`src/rtl/countdown_cmd_gen.sv`:
```
// Command generator for the slow-edge down-counter: turns load/pause requests into
// start_val/enable/inc controls held stable until the next slow_edge strobe.
module countdown_cmd_gen #(
    parameter int unsigned WIDTH = 8
) (
    input  logic             clk,
    input  logic             reset,
    input  logic             slow_edge,
    input  logic             load_req,
    input  logic [WIDTH-1:0] load_val,
    input  logic             plus_one,
    input  logic             hold_req,
    input  logic [WIDTH-1:0] count,
    output logic [WIDTH-1:0] start_val,
    output logic             enable,
    output logic             inc,
    output logic             armed,
    output logic             running,
    output logic             expired
);

    typedef enum logic [1:0] {
        ST_IDLE    = 2'd0,
        ST_ARMED   = 2'd1,
        ST_RUN     = 2'd2,
        ST_EXPIRED = 2'd3
    } state_t;

    state_t           state;
    logic [WIDTH-1:0] start_val_q;
    logic             plus_one_q;
    logic             hold_q;
    logic             expired_q;
    logic             count_zero;

    assign count_zero = (count == '0);

    // A new load always wins, including over a terminating strobe.
    always_ff @(posedge clk) begin
        if (!reset) begin
            state       <= ST_IDLE;
            start_val_q <= '0;
            plus_one_q  <= 1'b0;
            hold_q      <= 1'b0;
            expired_q   <= 1'b0;
        end else begin
            hold_q    <= hold_req;
            expired_q <= 1'b0;
            if (load_req) begin
                start_val_q <= load_val;
                plus_one_q  <= plus_one;
                state       <= ST_ARMED;
            end else begin
                unique case (state)
                    ST_ARMED: begin
                        if (slow_edge) begin
                            state <= ST_RUN;
                        end
                    end
                    ST_RUN: begin
                        if (slow_edge && count_zero && !hold_q) begin
                            state     <= ST_EXPIRED;
                            expired_q <= 1'b1;
                        end
                    end
                    default: begin
                        state <= state;
                    end
                endcase
            end
        end
    end

    // count==0 enters inc directly so the counter freezes on the strobe that would wrap it.
    always_comb begin
        inc = 1'b1;
        unique case (state)
            ST_ARMED: inc = plus_one_q;
            ST_RUN:   inc = hold_q | count_zero;
            default:  inc = 1'b1;
        endcase
    end

    assign start_val = start_val_q;
    assign enable    = (state == ST_ARMED);
    assign armed     = (state == ST_ARMED);
    assign running   = (state == ST_RUN);
    assign expired   = expired_q;

endmodule

```
`config.mk`:
```
export PLATFORM = sky130hd
export DESIGN_NAME = countdown_cmd_gen
export DESIGN_NICKNAME = d
export VERILOG_FILES = /design/src/rtl/countdown_cmd_gen.sv
export SDC_FILE = /design/constraint.sdc
export NUM_CORES = 1
export LEC_CHECK = 0
export ABC_AREA = 1
export BUFFER_PORTS_ARGS = -buffer_cell sky130_fd_sc_hd__buf_2
export CAP_MARGIN = 20
export CORE_ASPECT_RATIO = 0.8
export CORE_MARGIN = 5
export CORE_UTILIZATION = 35
export CTS_BUF_LIST = sky130_fd_sc_hd__clkbuf_2
export DETAILED_ROUTE_END_ITERATION = 10
export PLACE_DENSITY = 0.74
export SETUP_SLACK_MARGIN = 0.2
export SLEW_MARGIN = 10
export SYNTH_ARGS = -nofsm -noshare
export SYNTH_HDL_FRONTEND = slang
export SYNTH_SLANG_ARGS = --single-unit
```
`constraint.sdc`:
```
create_clock -name clk -period 1.2 [get_ports clk]
set_input_delay 0.06 -clock clk [delete_from_list [all_inputs] [get_ports clk]]
set_output_delay 0.06 -clock clk [all_outputs]
set_load 0.05 [all_outputs]
```
==> results.cfg, run 1 <==
[place]
place_ws_ns = 0.0319
place.port_buffers = 34
dp_hpwl_mm = 1.13
gp_congestion = 0.736

[clocking]
cts_tree = done
cts-buffers-inserted = 3
clock_latency_ns = 0.26
cts.clk_slew.worst_paths_ns = 0.13
cts_sinks = 13
cts_max_level = 1
clockRootBuffer = clkbuf_2
clk_path_buf_depth = 2

[finish]
nets = 149
fill_cells = 155
layout_common_cells = buf_2, nor2_1, nand2_1, dfxtp_1, o21ai_0
layout_commonest_cell = buf_2
syn2layout_area_growth_pct = 70.2
antenna_cells = 0
finish.utilization = 0.609
final_layout_size_suffix_gt1_frac = 0.484

[min_path]
hold_path_depth = 3
min_path_type = in -> reg

[sta]
slew_headroom = 0.731
finalMaxSlewViolations = 0
rsz0062_at_grt = true
setup_viol = 3
worstMarginPinSlew_ns = 0.403
timing.final.ws_setup_ns = -0.104
fmax_mhz = 767
holdWs_ns = 0.0187
finalHoldViolations = 0
min_period_over_period = 1.09
clock_skew_ns = 0.00491
layout_min_cycle_time_ns = 1.30

[floorplan]
die_area_mm2 = 0.00254
core_mm2 = 0.00159
die_h_um = 46.1
rows = 13
die_w_um = 55.1
start_util = 0.358
io_pins = 35

[run]
cap_viol_max_count = 0

[global_routing]
grt_pass1_vias = 657
grt_start_max_net_pins = 13
antenna_found_initial = 0
grt_pass1_wl_mm = 2.62
grtUsageTotal = 0.142
grt-ovfl-total = 0

[logic_synthesis]
synth_area_um2 = 571
yosysWarnings = 0
ys_seq_elements = 13
ys_seq_area_frac = 0.456
synth.distinct_cells = 18
syn-num-nets = 103
synthesis.instances = 79
avgSynthCellArea_um2 = 7.22

[pwr]
p_leak_nw = 0.477
ir_worst_vdd_mv = 0.636
p_per_area_mw_per_mm2 = 1130
finalPower_w = 0.00110

[routing]
wl_per_cell_um = 11.4
drc_errors = 0
routed_wl_mm = 1.66
ant_nets = 0
via_count = 654
drtIter0Drc = 4
drtPass1Iterations = 4
viasPerCell = 4.48

[worst_setup_path]
cp-end-kind = primary output
worstPathArrival_ns = 1.24
r2r_cells = 9
setup.worst_path.start_class = register
critPathKind = reg -> out
r2r_slack_ns = -0.01
crit_path_max_fanout = 2
required_ns = 1.14

[outcome]
status = finished with violations
failed_checks = negative setup slack
-- worst paths after layout --
check                             startpoint      endpoint
worst min-delay path             load_val[6]  start_val[6]
worst min register to register  start_val[2]  start_val[2]
worst max register to register      state[0]      state[1]
worst max-delay path                state[0]           inc
-- where the power goes --
| group | internal, W | switching, W | leakage [nW] |
|---|---|---|---|
| Sequential | 0.000460 | 0.0000184 | 0.109 |
| Clock | 0.0000884 | 0.000141 | 0.0166 |
| Combinational | 0.000159 | 0.000233 | 0.352 |
| Total | 0.000707 | 0.000392 | 0.477 |
-- worst max-delay path, cell delays in order (launching register included) --
cell and delay, ns:
dfxtp_2 0.38, inv_2 0.06, ha_4 0.21, a21oi_2 0.11, nand2_2 0.07, buf_8 0.15
-- synth_stat cells --
| master | instances | share of area |
|---|---|---|
| nor2_2 | 1 | 0.011 |
| inv_2 | 2 | 0.013 |
| buf_4 | 1 | 0.013 |
| nor2_1 | 23 | 0.15 |
| ha_1 | 2 | 0.044 |
| nand2_1 | 12 | 0.079 |
| inv_1 | 4 | 0.026 |
| nand4_1 | 1 | 0.011 |
| nand3_1 | 1 | 0.0088 |
| o21ai_0 | 10 | 0.088 |
| a21oi_1 | 2 | 0.018 |
| clkbuf_1 | 1 | 0.0066 |
| buf_1 | 1 | 0.0066 |
| nand2_2 | 1 | 0.011 |
| buf_2 | 1 | 0.0088 |
| a21oi_2 | 2 | 0.031 |
| nor3_2 | 1 | 0.018 |
| dfxtp_1 | 13 | 0.46 |
-- area by class of cell --
cell class / instances / area, um^2 / share of cell area
sequential: 13 / 265 / 0.273
inverter: 6 / 27.5 / 0.0284
clock buffer: 4 / 20.0 / 0.0206
timing repair buffer: 45 / 322 / 0.331
tap: 22 / 27.5 / 0.0284
multi-input combinational: 56 / 309 / 0.318
-- repair_timing --
action	CTS	global route
hold buffers	5	0
hold endpoints to repair	5	0
setup buffers	5	1
pin swaps	4	0
setup endpoints to repair	6	9
resized for setup	17	7
-- per-stage QoR --
stage / TNS, ns / std cells / cell area, um^2
finish: -0.130 / 146 / 971
global route: -0.491 / 146 / 971
CTS: -0.129 / 145 / 940
detailed placement: 0 / 131 / 779
global placement: 0 / 131 / 779
floorplan: 0 / 79 / 602
-- flip-flops by register name (all words and copies together) (netlist names) --
name        flops
start_val       8
expired         1
hold_q          1
plus_one_q      1
state           2
-- metal layers --
layer | GRT usage | vias up | share of wire
met1 | 0.150 | 291 | 0.43
met2 | 0.271 | 26 | 0.48
met5 | 0 | - | 0
met4 | 0.0680 | 0 | 0
met3 | 0.0227 | 0 | 0.086
li1 | - | 337 | -
-- cell families after synthesis --
group / after synthesis / share of synthesized area
DFF: 13 / 0.456
buffers and inverters: 10 / 0.0745
adders and majority gates: 2 / 0.0439
and+or+nand+nor: 40 / 0.289
AOI/OAI and AO/OA: 14 / 0.136
No activity file was read; power rests on OpenSTA's default activity.
==> run 2: changes to the inputs <==
- CORE_UTILIZATION: 35 -> 30
- PLACE_DENSITY: 0.74 -> 0.66
- SKIP_LAST_GASP: unset -> 1
==> results.cfg, run 2 (synthesis results as in run 1) <==
[outcome]
status = finished with violations
failed_checks = negative setup slack

[run]
cap_viol_max_count = 0

[clocking]
cts.clk_slew.worst_paths_ns = 0.13
cts_sinks = 13
clock_latency_ns = 0.27
cts_tree = done
cts_max_level = 1
clk_path_buf_depth = 2
clockRootBuffer = clkbuf_2
cts-buffers-inserted = 3

[floorplan]
start_util = 0.310
io_pins = 35
die_w_um = 58.8
rows = 14
core_mm2 = 0.00184
die_h_um = 49.0
die_area_mm2 = 0.00288

[worst_setup_path]
critPathSlowestCell = dfxtp_2
crit_buf_inv = 2
path_delay_family = flip-flops
r2r_cells = 7
r2r-start = state[1]
r2r_slack_ns = 0.02
crit_chain = inv_2 -> ha_4 -> a21oi_2 -> nand2_2 -> buf_8
cp-endpoint = inc
startpoint = state[0]
critPathKind = reg -> out
critical-path-max-stage-delay_ns = 0.38
required_ns = 1.14
setup.worst_path.start_class = register
crit_cells = 5
reg2reg_to = state[0]
crit_path_max_fanout = 2
worstPathArrival_ns = 1.24
cp-end-kind = primary output

[global_routing]
grt-ovfl-total = 0
grt_pass1_vias = 657
antenna_found_initial = 0
grt_start_max_net_pins = 13
grt_pass1_wl_mm = 2.73
grtUsageTotal = 0.121

[place]
gp_congestion = 0.769
dp.cells = 133
place_ws_ns = 0.0331
place.port_buffers = 34
dp_hpwl_mm = 1.21

[finish]
layout_commonest_cell = buf_2
layout.cells.non_filler = 144
largest_reg_flops = 8
antenna_cells = 0
syn2layout_area_growth_pct = 62.5
nets = 145
layout_common_cells = buf_2, nor2_1, nand2_1, dfxtp_1, o21ai_0
final_layout_size_suffix_gt1_frac = 0.500

[pwr]
swShare = 0.356
p_sw_w = 0.000388
p_per_area_mw_per_mm2 = 1180
pwr-share-comb = 0.356
power_frac_seq = 0.437
clkPwrFrac = 0.206
p_leak_nw = 0.459
ir_worst_vdd_mv = 0.764
p_int_w = 0.000704

[sta]
fmax_mhz = 767
rsz0062_at_grt = true
setup_viol = 1
layout_min_cycle_time_ns = 1.30
holdWs_ns = 0.00847
finalHoldViolations = 0
timing.final.ws_setup_ns = -0.104
finalMaxSlewViolations = 0
worstMarginPinSlew_ns = 0.353
clock_skew_ns = 0.00989
slew_headroom = 0.765
min_period_over_period = 1.09

[routing]
via_count = 667
drtPass1Iterations = 4
viasPerCell = 4.63
drtIter0Drc = 19
wl_per_cell_um = 11.9
routed_wl_mm = 1.72
drc_errors = 0
ant_nets = 0

[min_path]
min_path_type = in -> reg
==> run 2: area by class of cell <==
type | count | area (um^2)
well taps | 24 | 30.0
multi-input cells | 56 | 309
repair buffers | 41 | 278
inverters | 6 | 25.0
fillers | 189 | 912
clock buffers | 4 | 20.0
flip-flops and latches | 13 | 265
==> run 2: worst min path at each step <==
| stage | from | endpoint | slack [ns] | cells past startpoint |
|---|---|---|---|---|
| 2_1_floorplan | hold_req | hold_q | 0.16 | 2 |
| 3_3_place_gp | hold_req | hold_q | 0.26 | 3 |
| 4_1_cts | load_val[6] | start_val[6] | 0.004 | 3 |
| 6_report | load_val[6] | start_val[6] | 0.008 | 3 |
| 3_5_place_dp | hold_req | hold_q | 0.25 | 3 |
| 5_1_grt | plus_one | plus_one_q | 0.008 | 3 |
==> run 2: per-layer routing <==
layer,wire [um],share of wire,track usage,vias up
li1,-,-,-,332
met1,640,0.37,0.125,296
met2,880,0.51,0.204,35
met3,150,0.087,0.0503,4
met4,43,0.025,0.0642,0
met5,0,0,0,-
==> run 2: power groups by stage <==
stage          registers [W]  clock network [W]  logic [W]
6_report            0.000478           0.000225   0.000389
5_1_grt             0.000481           0.000259   0.000416
4_1_cts             0.000478           0.000233   0.000372
3_5_place_dp        0.000488                  0   0.000303
3_3_place_gp        0.000487                  0   0.000299
2_1_floorplan       0.000550                  0   0.000165
==> run 2: worst min-delay path, stage by stage <==
cell,delay (ns)
buf_2,0.08
nor2_1,0.03
nor2_1,0.08
==> run 2: what timing repair did <==
action,CTS,global route
hold buffers,1,0
endpoints found under the setup margin,6,9
pin swaps,1,2
resized for setup,16,7
setup buffers,4,2
hold endpoints to repair,1,0
==> run 2: stage by stage <==
| step | total power, W | instance area, um^2 | TNS, ns | utilization |
|---|---|---|---|---|
| global route | 0.00116 | 927 | -0.357 | 0.504 |
| detailed placement | 0.000791 | 782 | 0 | 0.425 |
| CTS | 0.00108 | 891 | -0.118 | 0.484 |
| finish | 0.00109 | 927 | -0.104 | 0.504 |
| floorplan | 0.000715 | 602 | 0 | - |
| global placement | 0.000785 | 782 | 0 | 0.425 |
==> run 3: changes to the inputs <==
- SKIP_LAST_GASP: 1 -> unset
==> results.cfg, run 3 (synthesis results as in run 1) <==
[routing]
via_count = 661
wl_per_cell_um = 12.0
routed_wl_mm = 1.73
drc_errors = 0
ant_nets = 0
viasPerCell = 4.59
drtIter0Drc = 6
drtPass1Iterations = 4

[finish]
layout_commonest_cell = buf_2
fill_cells = 184
finish.utilization = 0.505
nets = 145
final_layout_size_suffix_gt1_frac = 0.500
largest_reg_flops = 8
syn2layout_area_growth_pct = 62.9
fin_area_um2 = 930
layout_common_cells = buf_2, nor2_1, nand2_1, dfxtp_1, o21ai_0
antenna_cells = 0

[global_routing]
grt_pass1_wl_mm = 2.68
grtUsageTotal = 0.120
grt-ovfl-total = 0
antenna_found_initial = 0
grt_pass1_vias = 655
grt_start_max_net_pins = 13

[worst_setup_path]
required_ns = 1.14
r2r-start = state[0]
crit_chain = inv_2 -> ha_4 -> a21oi_2 -> nand2_2 -> buf_8
cp-end-kind = primary output
cp-endpoint = inc
reg2reg_to = state[1]
worstPathArrival_ns = 1.25
startpoint = state[0]
setup.worst_path.start_class = register
critical-path-max-stage-delay_ns = 0.39
r2r_slack_ns = 0.02
critPathKind = reg -> out
crit_path_max_fanout = 2
critPathSlowestCell = dfxtp_2
r2r_cells = 8

[place]
place_area_um2 = 782
gp_congestion = 0.769
place.port_buffers = 34
dp_hpwl_mm = 1.21
place_ws_ns = 0.0331

[sta]
finalHoldViolations = 0
setup_viol = 2
holdWs_ns = 0.00544
finalMaxSlewViolations = 0
clock_skew_ns = 0.00893
timing.final.ws_setup_ns = -0.115
worstMarginPinSlew_ns = 0.348
layout_min_cycle_time_ns = 1.31
min_period_over_period = 1.10
fmax_mhz = 761
slew_headroom = 0.768
rsz0062_at_grt = true

[pwr]
swShare = 0.358
pwr-share-comb = 0.356
p_int_w = 0.000704
p_per_area_mw_per_mm2 = 1180
p_sw_w = 0.000392
ir_worst_vdd_mv = 0.764
power_frac_seq = 0.437
clkPwrFrac = 0.207
p_leak_nw = 0.460
finalPower_w = 0.00110

[floorplan]
io_pins = 35
die_h_um = 49.0
start_util = 0.310
die_area_mm2 = 0.00288
rows = 14
die_w_um = 58.8
core_mm2 = 0.00184

[clocking]
cts-buffers-inserted = 3
cts_max_level = 1
cts.clk_slew.worst_paths_ns = 0.13
clockRootBuffer = clkbuf_2
clk_path_buf_depth = 2
cts_tree = done
clock_latency_ns = 0.27
cts_sinks = 13

[min_path]
min_path_type = in -> reg

[outcome]
failed_checks = negative setup slack
status = finished with violations

[run]
cap_viol_max_count = 0
## run 3: cell counts in the layout (fill, tap and decap cells not counted)
No cell type changed its count.
## run 3: layout make-up
type / count / area (um^2) / area share
sequential: 13 / 265 / 0.285
tap: 24 / 30.0 / 0.0323
timing repair buffer: 41 / 278 / 0.299
inverter: 6 / 27.5 / 0.0296
multi-input combinational: 56 / 309 / 0.332
clock buffer: 4 / 20.0 / 0.0215
## run 3: power groups by stage
| stage | Sequential (W) | Combinational [W] | Clock (W) |
|---|---|---|---|
| 5_1_grt | 0.000482 | 0.000416 | 0.000259 |
| 2_1_floorplan | 0.000550 | 0.000165 | 0 |
| 4_1_cts | 0.000478 | 0.000374 | 0.000233 |
| 3_3_place_gp | 0.000487 | 0.000299 | 0 |
| 3_5_place_dp | 0.000488 | 0.000303 | 0 |
| 6_report | 0.000479 | 0.000390 | 0.000227 |
## run 3: worst max-delay path, delay by kind of cell, from the launching register on
kind                     cells  cell delay (ns)
flip-flops                   1             0.39
buffers and inverters        2             0.21
adder cells (fa/ha/maj)      1             0.21
AO/OA/AOI/OAI                1             0.11
AND/OR/NAND/NOR              1             0.07
## run 3: what timing repair did
| action | CTS | global route |
|---|---|---|
| setup buffers | 4 | 2 |
| gates resized for setup | 17 | 7 |
| hold buffers | 1 | 0 |
| pin swaps | 1 | 2 |
| endpoints found under the hold margin | 1 | 0 |
| endpoints found under the setup margin | 6 | 9 |
| gates cloned | 0 | 0 |
## run 3: per-stage QoR
stage               setup TNS (ns)  cells
finish                      -0.122    144
global route                -0.335    144
CTS                         -0.118    142
detailed placement               0    133
global placement                 0    133
floorplan                        0     79
## run 3: worst min-delay path by stage
| stage | from | end | slack (ns) | cells after the start |
|---|---|---|---|---|
| global route | plus_one | plus_one_q | 0.008 | 3 |
| global placement | hold_req | hold_q | 0.26 | 3 |
| floorplan | hold_req | hold_q | 0.16 | 2 |
| detailed placement | hold_req | hold_q | 0.25 | 3 |
| finish | load_val[6] | start_val[6] | 0.005 | 3 |
| CTS | load_val[6] | start_val[6] | 0.004 | 3 |
## run 3: routing by layer
metal	GRT usage	share of wire	vias to the layer above
met5	0	0	-
met4	0.0717	0.027	0
met3	0.0503	0.088	4
met2	0.202	0.51	29
met1	0.120	0.37	298
li1	-	-	330
